$ cat src/rtl/tohost_monitor.sv
// -----------------------------------------------------------------------------
// tohost_monitor
//
// Watches the coprocessor's tohost CSR write stream and decides the outcome of
// a test program run (pass / fail / timeout). While a run is active it counts
// run cycles and retired instructions. Once a verdict exists it freezes the
// core through halt. It then presents a result record to the host over a
// valid/ready handshake.
//
// Ports
//   clk           system clock, everything on posedge
//   reset         synchronous, active-high
//   start         begin a run (honoured in IDLE and DONE only)
//   tohost_wr_en  coprocessor writes tohost this cycle
//   tohost_wdata  value written to tohost
//   retire        one instruction retires this cycle
//   busy          high while a run is in progress
//   halt          high while a verdict is pending or delivered
//   res_valid     result record valid
//   res_ready     host accepts the record
//   res_code      00 none, 01 pass, 10 fail, 11 timeout
//   res_tohost    terminating nonzero tohost value, 0 on timeout
//   res_cycles    run cycles including the terminating one
//   res_retired   retires in the run including the terminating cycle
// -----------------------------------------------------------------------------
module tohost_monitor #(
    parameter int unsigned TIMEOUT_CYCLES = 100,
    parameter int unsigned CNT_W          = 32,
    parameter int unsigned XLEN           = 32
) (
    input  logic             clk,
    input  logic             reset,
    input  logic             start,
    input  logic             tohost_wr_en,
    input  logic [XLEN-1:0]  tohost_wdata,
    input  logic             retire,
    output logic             busy,
    output logic             halt,
    output logic             res_valid,
    input  logic             res_ready,
    output logic [1:0]       res_code,
    output logic [XLEN-1:0]  res_tohost,
    output logic [CNT_W-1:0] res_cycles,
    output logic [CNT_W-1:0] res_retired
);

    typedef enum logic [1:0] {
        ST_IDLE   = 2'd0,
        ST_RUN    = 2'd1,
        ST_REPORT = 2'd2,
        ST_DONE   = 2'd3
    } state_t;

    localparam logic [1:0] CODE_NONE    = 2'b00;
    localparam logic [1:0] CODE_PASS    = 2'b01;
    localparam logic [1:0] CODE_FAIL    = 2'b10;
    localparam logic [1:0] CODE_TIMEOUT = 2'b11;

    // Counter value seen during the last permitted run cycle.
    localparam logic [CNT_W-1:0] TIMEOUT_LAST = CNT_W'(TIMEOUT_CYCLES - 1);

    state_t            state_q, state_d;
    logic [CNT_W-1:0]  cyc_q, cyc_d;
    logic [CNT_W-1:0]  ret_q, ret_d;
    logic [1:0]        code_q, code_d;
    logic [XLEN-1:0]   tohost_q, tohost_d;
    logic [CNT_W-1:0]  cycles_q, cycles_d;
    logic [CNT_W-1:0]  retired_q, retired_d;

    // Saturating "next" values of both counters. The same values serve as
    // counter updates and as the reported totals, so the terminating cycle is
    // included in the record.
    logic [CNT_W-1:0]  cyc_plus;
    logic [CNT_W-1:0]  ret_plus;
    logic              term_write;
    logic              timeout_hit;

    always_comb begin
        cyc_plus    = (&cyc_q) ? cyc_q : cyc_q + CNT_W'(1);
        ret_plus    = (retire && !(&ret_q)) ? ret_q + CNT_W'(1) : ret_q;
        term_write  = tohost_wr_en && (tohost_wdata != '0);
        timeout_hit = (cyc_q == TIMEOUT_LAST);
    end

    always_comb begin
        state_d   = state_q;
        cyc_d     = cyc_q;
        ret_d     = ret_q;
        code_d    = code_q;
        tohost_d  = tohost_q;
        cycles_d  = cycles_q;
        retired_d = retired_q;

        unique case (state_q)
            ST_IDLE: begin
                if (start) begin
                    state_d = ST_RUN;
                    cyc_d   = '0;
                    ret_d   = '0;
                end
            end

            ST_RUN: begin
                cyc_d = cyc_plus;
                ret_d = ret_plus;
                // A terminating write takes priority over a timeout landing
                // in the same cycle.
                if (term_write) begin
                    state_d   = ST_REPORT;
                    tohost_d  = tohost_wdata;
                    code_d    = (tohost_wdata == XLEN'(1)) ? CODE_PASS : CODE_FAIL;
                    cycles_d  = cyc_plus;
                    retired_d = ret_plus;
                end else if (timeout_hit) begin
                    state_d   = ST_REPORT;
                    tohost_d  = '0;
                    code_d    = CODE_TIMEOUT;
                    cycles_d  = cyc_plus;
                    retired_d = ret_plus;
                end
            end

            ST_REPORT: begin
                if (res_ready) begin
                    state_d = ST_DONE;
                end
            end

            ST_DONE: begin
                // A new run wipes the previous record as well as the counters.
                if (start) begin
                    state_d   = ST_RUN;
                    cyc_d     = '0;
                    ret_d     = '0;
                    code_d    = CODE_NONE;
                    tohost_d  = '0;
                    cycles_d  = '0;
                    retired_d = '0;
                end
            end

            default: state_d = ST_IDLE;
        endcase
    end

    always_ff @(posedge clk) begin
        if (reset) begin
            state_q   <= ST_IDLE;
            cyc_q     <= '0;
            ret_q     <= '0;
            code_q    <= CODE_NONE;
            tohost_q  <= '0;
            cycles_q  <= '0;
            retired_q <= '0;
        end else begin
            state_q   <= state_d;
            cyc_q     <= cyc_d;
            ret_q     <= ret_d;
            code_q    <= code_d;
            tohost_q  <= tohost_d;
            cycles_q  <= cycles_d;
            retired_q <= retired_d;
        end
    end

    always_comb begin
        busy        = (state_q == ST_RUN);
        halt        = (state_q == ST_REPORT) || (state_q == ST_DONE);
        res_valid   = (state_q == ST_REPORT);
        res_code    = code_q;
        res_tohost  = tohost_q;
        res_cycles  = cycles_q;
        res_retired = retired_q;
    end

endmodule

$ cat config.mk
export PLATFORM = sky130hd
export DESIGN_NAME = tohost_monitor
export DESIGN_NICKNAME = d
export VERILOG_FILES = /design/src/rtl/tohost_monitor.sv
export SDC_FILE = /design/constraint.sdc
export NUM_CORES = 1
export LEC_CHECK = 0
export ABC_CLOCK_PERIOD_IN_PS = 2400
export CAP_MARGIN = 15
export CELL_PAD_IN_SITES_DETAIL_PLACEMENT = 1
export CELL_PAD_IN_SITES_GLOBAL_PLACEMENT = 1
export CORE_UTILIZATION = 36
export CTS_CLUSTER_DIAMETER = 50
export DETAILED_ROUTE_END_ITERATION = 7
export PLACE_DENSITY = 0.85
export SLEW_MARGIN = 20
export SYNTH_ARGS = -nofsm -noshare
export SYNTH_HDL_FRONTEND = slang
export SYNTH_SLANG_ARGS = --single-unit
$ cat constraint.sdc
create_clock -name clk -period 2.4 [get_ports clk]
set_input_delay 0.72 -clock clk [delete_from_list [all_inputs] [get_ports clk]]
set_output_delay 0.72 -clock clk [all_outputs]
set_load 0.1 [all_outputs]
==> qor.csv, run 1 <==
stage,metric,value,unit
global_route,first-pass GRT wire length,42170,µm
worst_setup_path,flop2flop setup slack,0.06,ns
timing,post-route clock period utilization,99.17,%
cts,clock insertion delay at the later pin of the skew report,0.43,ns
worst_setup_path,CP max stage delay,0.55,ns
placement,Placer Congestion,0.8512,
timing,RSZ-0062 raised after global routing,yes,
global_route,initial antenna violation count,0,
hold_path,Hold Crit Depth,2,
synthesis,Avg Inst Size Synth,8.825,µm²
worst_setup_path,"Arr. time, crit path",2.75,ns
synthesis,Syn Inst Count,866,
synthesis,Post-synth EDFFs,0,
synthesis,Yosys top cell area share,42.96,%
timing,max-slew headroom at the worst pin,62.86,%
placement,Placement Cell Area,9921,µm²
worst_setup_path,crit start category,input port,
worst_setup_path,CP most frequent cell,buf_4,
cts,CTS Sinks,164,
worst_setup_path,Setup crit end kind,flip-flop,
cts,Post-CTS Hold Buffers,0,
cts,H-tree depth,4,
floorplan,die height,147.7,µm
synthesis,asr flop ratio synth,0,%
layout,ratio of cells with drive above 1 in the final layout,28.70,%
global_route,largest net degree at the start of global routing,51,
timing,Least-Margin Pin Slew,0.5572,ns
layout,Syn-to-layout area delta,42.19,%
power_and_ir_drop,Static Leakage,4.559,nW
floorplan,Core Area,20490,µm²
timing,clock skew,0.01466,ns
synthesis,Synth Flop Type,dfxtp_1,
routing,DR vias,7828,
layout,final instance area,10870,µm²
worst_setup_path,RR Startpoint,ret_q[10],
routing,post-DR vias/cell,5.735,
synthesis,cell area after synthesis,7642,µm²
synthesis,Synth Register Bits,164,
power_and_ir_drop,Power Density,848.6,nW/µm²
floorplan,die area,21820,µm²
routing,Pre-antenna DRT Iters,5,
synthesis,synth warn,0,
cts,root buffer selected by CTS,clkbuf_16,
global_route,gr usage total,24.40,%
hold_path,HP Class,flip-flop to flip-flop,
hold_path,Min-Delay Endpoint,res_retired[24],
routing,WL/cell,20.21,µm
global_route,"Remaining Overflow, GRT",0,
routing,post-route ant nets,0,
routing,drt initial violations,439,
timing,Max Slew Vio Count,0,
routing,drt drc,0,
routing,Routed WL,27580,µm
cts,CTS tree,built,
worst_setup_path,crit-path max FO,4,
cts,Longest Clk Path Bufs,2,
timing,final setup fails,0,
timing,fmax,420.1,MHz
floorplan,Initial Utilization,37.29,%
worst_setup_path,"CP delay by family, top",simple AND/OR/NAND/NOR gates,
worst_setup_path,R2R depth,8,
worst_setup_path,required time worst endpoint,2.77,ns
timing,setup TNS,0,ns
synthesis,Synth cell types,56,
placement,I/O Buffers,138,
worst_setup_path,CP max-delay cell,clkdlybuf4s50_1,
worst_setup_path,sum of buffers and inverters on the critical path,3,
power_and_ir_drop,total power,9.222,mW
synthesis,total nets after synthesis,910,
synthesis,Yosys top cell by area,dfxtp_1,
power_and_ir_drop,maximum VDD drop,527.3,µV
global_route,vias in the first global route,7822,
synthesis,cells taking the most area after synthesis,"dfxtp_1 (43%), a22o_1 (5.5%), xnor2_1 (4.4%), a22oi_1 (3.3%), nor2_1 (3.0%)",
cts,"CTS clk-pin slew, worst paths",0.07,ns
floorplan,I/O pin count,139,
placement,hpwl dp,18750,µm
worst_setup_path,WS Path Type,input port to flip-flop,
worst_setup_path,"critical path, cell by cell","clkdlybuf4s50_1, and3_1, nand4_1, buf_4, buf_4, nor3_2, nand3_2, or3_1, o21ai_1",
timing,Period minus WS final,2.380,ns
layout,Nets,1125,
cts,CTS Buf Count,17,
run,Max-Cap Viols,0,
outcome,status,"finished, final reports clean",
worst_setup_path,capture point of the worst reg-to-reg path,res_retired[21],
synthesis,register area share after synthesis,42.96,%
floorplan,DIE WIDTH,147.7,µm
hold_path,Hold Startpoint,res_retired[24],
floorplan,row cnt,52,
timing,count of final hold-check violations,0,
==> power by group <==
part / switching [mW] / internal (mW) / total, mW
Clock: 1.20 / 1.69 / 2.89
Sequential: 0.0871 / 2.85 / 2.93
Combinational: 2.28 / 1.13 / 3.40
==> synthesized netlist by cell type (all sizes together), types with 22 or more instances <==
cell,instances
nand3,25
o21ai,52
a21oi,42
nor4,22
nand2,57
xnor2,38
nor2,62
a22oi,34
clkbuf,58
a22o,48
nand4,24
dfxtp,164
==> through the flow <==
stage	setup slack [ns]	instances	util (%)	hold WS [ns]
2_1_floorplan	0.01555	866	-	0.4704
3_3_place_gp	-0.3959	1321	48.41	0.4444
3_5_place_dp	-0.5421	1321	48.41	0.4475
4_1_cts	0.0007596	1354	51.58	0.4737
5_1_grt	-0.06091	1364	53.01	0.4786
6_report	0.01987	1365	53.02	0.4671
==> sequential cells by signal (all words and copies together), names as in the netlist <==
name,cells
state_q,2
res_cycles,32
res_code,2
ret_q,32
res_tohost,32
res_retired,32
cyc_q,32
==> routing by layer <==
metal | track usage [%] | part of all wire [%] | up-vias
met1 | 30.82 | 43 | 3899
li1 | - | - | 3645
met4 | 7.268 | 2.4 | 0
met3 | 7.407 | 6.0 | 45
met5 | 0 | 0 | -
met2 | 39.91 | 48 | 239
==> cell usage in the layout (no fill, tap or decap), drive strengths merged, types with 3 or more instances in the layout <==
cell type and instances:
buf 231, dfxtp 164, nor2 62, nand2 57, o21ai 52, a22o 48
a21oi 42, xnor2 38, a22oi 34, nand3 25, nand4 24, clkbuf 22
nor4 22, o31ai 21, xor2 21, inv 20, clkdlybuf4s50 19, a31oi 17
dlymetal6s2s 17, and3 16, nor3 14, and4 13, a311oi 13, o2bb2ai 12
a21o 12, or3 9, and2 7, nand2b 7, a2bb2oi 6, ha 6
clkinv 4, or2 3, mux2i 3, or4 3, a32o 3, bufinv 3
nor2b 3
==> what timing repair did <==
| action | in CTS | in global routing |
|---|---|---|
| endpoints found under the setup margin | 76 | 101 |
| resized for setup | 5 | 43 |
| cloned | 0 | 3 |
| pin swaps | 5 | 16 |
| setup buffers | 1 | 7 |
==> worst register-to-register path, cell delays in order (launching register included) <==
cell	delay (ns)
dfxtp_2	0.35
nand4_4	0.13
or4_4	0.58
nor4_4	0.36
buf_4	0.22
nor3_1	0.07
buf_4	0.14
xor2_1	0.15
a22o_1	0.21
==> final cells by class <==
cell class	instances	area [µm²]
Fill cell	2349	9628
Multi-Input combinational cell	612	4165
Sequential cell	164	3292
Timing Repair Buffer	270	2392
Clock buffer	19	442.9
Tap cell	270	337.8
Clock inverter	13	173.9
Inverter	16	60.06
Antenna cell	1	2.502
==> worst max-delay path by stage <==
stage / depth (start not counted) / startpoint / endpoint
3_3_place_gp: 8 / tohost_wdata[17] / res_retired[15]
5_1_grt: 9 / retire / ret_q[27]
2_1_floorplan: 8 / tohost_wdata[16] / res_cycles[18]
3_5_place_dp: 8 / tohost_wdata[17] / res_retired[31]
6_report: 9 / retire / ret_q[29]
4_1_cts: 6 / ret_q[11] / ret_q[7]
==> cell families after synthesis <==
| kind of cell | synth area share (%) |
|---|---|
| fa+ha+maj | 0.9823 |
| xor+xnor | 6.762 |
| flops | 42.96 |
| buf+inv | 4.748 |
| compound gates | 24.93 |
| mux | 0.6876 |
| simple gates | 18.93 |
Power figures use the tool's default switching activity.
==> run 2: changes to the inputs <==
Settings changed: PLACE_DENSITY 0.85 to 0.83.
==> qor.csv, run 2 (same netlist as run 1, synthesis figures left out) <==
stage,metric,value,unit
cts,Post-CTS Hold Buffers,0,
power_and_ir_drop,NetSw,3.572,mW
layout,Syn-to-layout area delta,41.24,%
global_route,gr usage total,24.27,%
outcome,status,"finished, final reports clean",
routing,drt initial violations,493,
hold_path,Hold Startpoint,res_retired[24],
timing,RSZ-0062 raised after global routing,yes,
timing,fmax,418.8,MHz
floorplan,row cnt,52,
power_and_ir_drop,combinational power share,38.4,%
timing,post-route clock period utilization,99.49,%
power_and_ir_drop,Power Density,850.5,nW/µm²
layout,Nets,1125,
placement,hpwl dp,18650,µm
timing,max-slew headroom at the worst pin,69.01,%
layout,ratio of cells with drive above 1 in the final layout,27.93,%
cts,CTS Buf Count,17,
worst_setup_path,CP max stage delay,0.53,ns
routing,highest metal used,met4,
floorplan,Core Area,20490,µm²
power_and_ir_drop,internal power,5.609,mW
routing,drt drc,0,
routing,WL/cell,20.52,µm
power_and_ir_drop,Sw Share,38.91,%
worst_setup_path,capture point of the worst reg-to-reg path,ret_q[10],
worst_setup_path,WS Path Type,flip-flop to flip-flop,
worst_setup_path,R2R depth,8,
floorplan,die area,21820,µm²
cts,clock insertion delay at the later pin of the skew report,0.44,ns
floorplan,I/O pin count,139,
timing,Period minus WS final,2.388,ns
power_and_ir_drop,Static Leakage,4.500,nW
routing,DR vias,7813,
routing,WL met2,13320,µm
power_and_ir_drop,Clock power frac,29.7,%
power_and_ir_drop,maximum VDD drop,516.8,µV
layout,most frequent cells in the layout,"buf_4 (212), dfxtp_1 (159), nor2_1 (61), nand2_1 (55), a22o_1 (48)",
cts,CTS tree,built,
global_route,first-pass GRT wire length,41630,µm
layout,multi-input logic area,4136,µm²
routing,Met3 Routed Length,1972,µm
floorplan,Initial Utilization,37.29,%
timing,Max Slew Vio Count,0,
placement,Placer Congestion,0.8173,
routing,Pre-antenna DRT Iters,5,
worst_setup_path,sum of buffers and inverters on the critical path,2,
floorplan,DIE WIDTH,147.7,µm
worst_setup_path,Crit path depth,8,
hold_path,Hold Crit Depth,2,
cts,"CTS clk-pin slew, worst paths",0.06,ns
worst_setup_path,"CP delay by family, top",simple AND/OR/NAND/NOR gates,
worst_setup_path,"critical path, cell by cell","nand4_1, or4_4, nor4_4, buf_4, nor3_1, buf_4, a21o_1, a311oi_2",
cts,root buffer selected by CTS,clkbuf_16,
routing,post-DR vias/cell,5.732,
worst_setup_path,Setup crit end kind,flip-flop,
global_route,initial antenna violation count,1,
cts,Longest Clk Path Bufs,2,
layout,sequential cell area,3289,µm²
worst_setup_path,CP most frequent cell,buf_4,
worst_setup_path,required time worst endpoint,2.73,ns
global_route,vias in the first global route,7872,
worst_setup_path,crit start category,flip-flop,
routing,Routed WL,27970,µm
placement,pre-CTS setup slack,-0.4727,ns
layout,"commonest non-fill, non-tap cell in the layout",buf_4,
placement,I/O Buffers,138,
timing,count of final hold-check violations,0,
timing,clock skew,0.009500,ns
hold_path,Min-Delay Endpoint,res_retired[24],
timing,setup TNS,0,ns
cts,H-tree depth,4,
hold_path,HP Class,flip-flop to flip-flop,
global_route,"Remaining Overflow, GRT",0,
power_and_ir_drop,sequential share of power,32.0,%
cts,CTS Sinks,164,
run,Max-Cap Viols,0,
worst_setup_path,"Arr. time, crit path",2.71,ns
timing,final setup fails,0,
worst_setup_path,RR Startpoint,ret_q[12],
worst_setup_path,flop2flop setup slack,0.01,ns
timing,Worst Slack Setup Final,0.01222,ns
global_route,largest net degree at the start of global routing,43,
worst_setup_path,crit-path max FO,5,
routing,Met1 Wirelength,12060,µm
worst_setup_path,CP max-delay cell,or4_4,
routing,post-route ant nets,0,
timing,Least-Margin Pin Slew,0.4628,ns
floorplan,die height,147.7,µm
layout,FILL cells,2332,
==> run 2: layout make-up <==
cell class | count | area share, %
antenna | 1 | 0.02318
clock buffer | 22 | 4.300
clock inverter | 8 | 0.9505
inverter | 16 | 0.5564
multi-input combinational | 612 | 38.32
sequential | 164 | 30.47
tap | 270 | 3.130
timing repair buffer | 270 | 22.24
==> run 2: worst max path at each step <==
| stage | from | end |
|---|---|---|
| CTS | ret_q[8] | ret_q[10] |
| global route | cyc_q[2] | cyc_q[30] |
| floorplan | tohost_wdata[16] | res_cycles[18] |
| finish | ret_q[12] | ret_q[10] |
| global placement | tohost_wdata[23] | res_cycles[3] |
| detailed placement | tohost_wdata[23] | res_tohost[29] |
==> run 2: timing repair <==
item / in CTS / in global routing
setup buffers: 0 / 6
resized for setup: 6 / 36
gates cloned: 0 / 8
pin swaps: 1 / 12
endpoints found under the hold margin: 0 / 0
endpoints found under the setup margin: 43 / 82
==> run 2: layer usage <==
layer  track usage (%)  up-vias
met5                 0        -
met4             9.742        0
met3             6.605       49
met2             40.09      252
met1             29.86     3868
li1                  -     3644
==> run 2: worst reg2reg max path, delay by kind of cell, from the launching register on <==
kind	cells	cell delay, ns
buffers and inverters	2	0.35
DFF	1	0.40
AOI/OAI and AO/OA	2	0.45
and+or+nand+nor	4	1.08
==> run 2: metrics by stage <==
step	utilization [%]	std cells	area [µm²]	total power [mW]	hold WS, ns
floorplan	-	866	7654	4.989	0.4704
global placement	48.11	1318	9861	6.103	0.4455
detailed placement	48.11	1318	9861	6.181	0.4505
CTS	51.02	1348	10460	8.894	0.4679
global route	52.67	1363	10790	9.517	0.4744
finish	52.67	1363	10790	9.181	0.4623
==> run 2: power groups by stage <==
| stage | clock, mW | sequential, mW | combinational [mW] |
|---|---|---|---|
| floorplan | 0 | 3.68 | 1.31 |
| global placement | 0 | 2.99 | 3.12 |
| detailed placement | 0 | 2.99 | 3.19 |
| CTS | 2.75 | 2.94 | 3.21 |
| global route | 2.88 | 2.95 | 3.69 |
| finish | 2.72 | 2.94 | 3.52 |
==> RTL change (settings of run 2) <==
The 4 states of `state_t` get a one-hot encoding in 4 bits.
--- a/src/rtl/tohost_monitor.sv
+++ b/src/rtl/tohost_monitor.sv
@@ -44,11 +44,11 @@
     output logic [CNT_W-1:0] res_retired
 );
 
-    typedef enum logic [1:0] {
-        ST_IDLE   = 2'd0,
-        ST_RUN    = 2'd1,
-        ST_REPORT = 2'd2,
-        ST_DONE   = 2'd3
+    typedef enum logic [3:0] {
+        ST_IDLE   = 4'b0001,
+        ST_RUN    = 4'b0010,
+        ST_REPORT = 4'b0100,
+        ST_DONE   = 4'b1000
     } state_t;
 
     localparam logic [1:0] CODE_NONE    = 2'b00;
Function: no difference found for any inputs over 4 cycles, from zero or initial values and one cycle with reset high; so few cycles prove little.
==> RTL change against run 2 <==
The flow now finishes with violations (setup timing). Die area shrank 0.73%. Routed wire length grew 4.8%. Synthesized area shrank 0.74%. Largest cell class unchanged. First-iteration DRC count grew 1.8%. Setup slack lost 23 ps. Cell area grew 1.3%. Sequential cell count grew 2.
Power is not compared: it rests on default switching activity, and its combinational part moved more than twofold at a synthesized area within 25%.
==> RTL change: results <==
[layout]
final_layout_size_suffix_gt1_share_pct = 30.44
clkbuf_count = 18

[sta]
max_slew_margin_pct = 57.71
fin_ws_ps = -11.23
skew_ps = 15.79
setup_viol = 2

[critical_path]
path_max_fanout = 6
cp_data_arrival_time_ps = 2700
path_delay_family = buffers and inverters
rrSetupSlack_ps = 60

[placement]
placed_cells = 1291
place_ws_ps = -640.0

[clocking]
ctsResizeCount = 22
postCtsSetupRepairBufs = 13

[yosys]
synth_compound_area_share_pct = 25.17
ys_seq_area_share_pct = 43.81
syn_nets = 876
ys_top_cells_by_count = dfxtp_1, nand2_1, o21ai_0, o2bb2ai_1, clkbuf_1
synth_area_leaders = dfxtp_1, o2bb2ai_1, xor2_1, a22o_1, o21ai_0
ys_types = 65
synthAdderAreaFrac_pct = 0.3299
synthMuxAreaShare_pct = 0.6927
synth_xor_xnor_area_share_pct = 6.812

[routing]
top_layer_used = met5
wl_met2_um = 14660

[global_route]
use_met3_pct = 5.776
grt_usage_pct = 26.37
grt_max_degree = 52

[run_status]
violations = setup timing
outcome = finished with violations
==> RTL change: cell types whose count changed after synthesis, moves of 15 or more <==
cell and delta:
xnor2_1 -15, o2bb2ai_1 +40, a22oi_1 -21, o21ai_0 +18, o21ai_1 -16, xor2_1 +15
nor2_1 -24
==> RTL change: worst min-delay path by stage <==
stage | start | to | cells after the start | slack [ps]
finish | res_retired[4] | res_retired[4] | 2 | 460
global route | res_cycles[19] | res_cycles[19] | 1 | 480
CTS | res_retired[4] | res_retired[4] | 2 | 460
detailed placement | res_retired[22] | res_retired[22] | 1 | 450
global placement | res_retired[4] | res_retired[4] | 2 | 450
floorplan | ret_q[15] | ret_q[15] | 2 | 460
==> RTL change: through the flow <==
stage	TNS, ps	hold WS [ps]	cell area (um2)
2_1_floorplan	-50.88	459.3	7616
3_3_place_gp	-48000	446.0	9853
3_5_place_dp	-60580	447.5	9853
4_1_cts	0	463.6	10730
5_1_grt	-438.8	482.5	10930
6_report	-15.92	457.7	10930
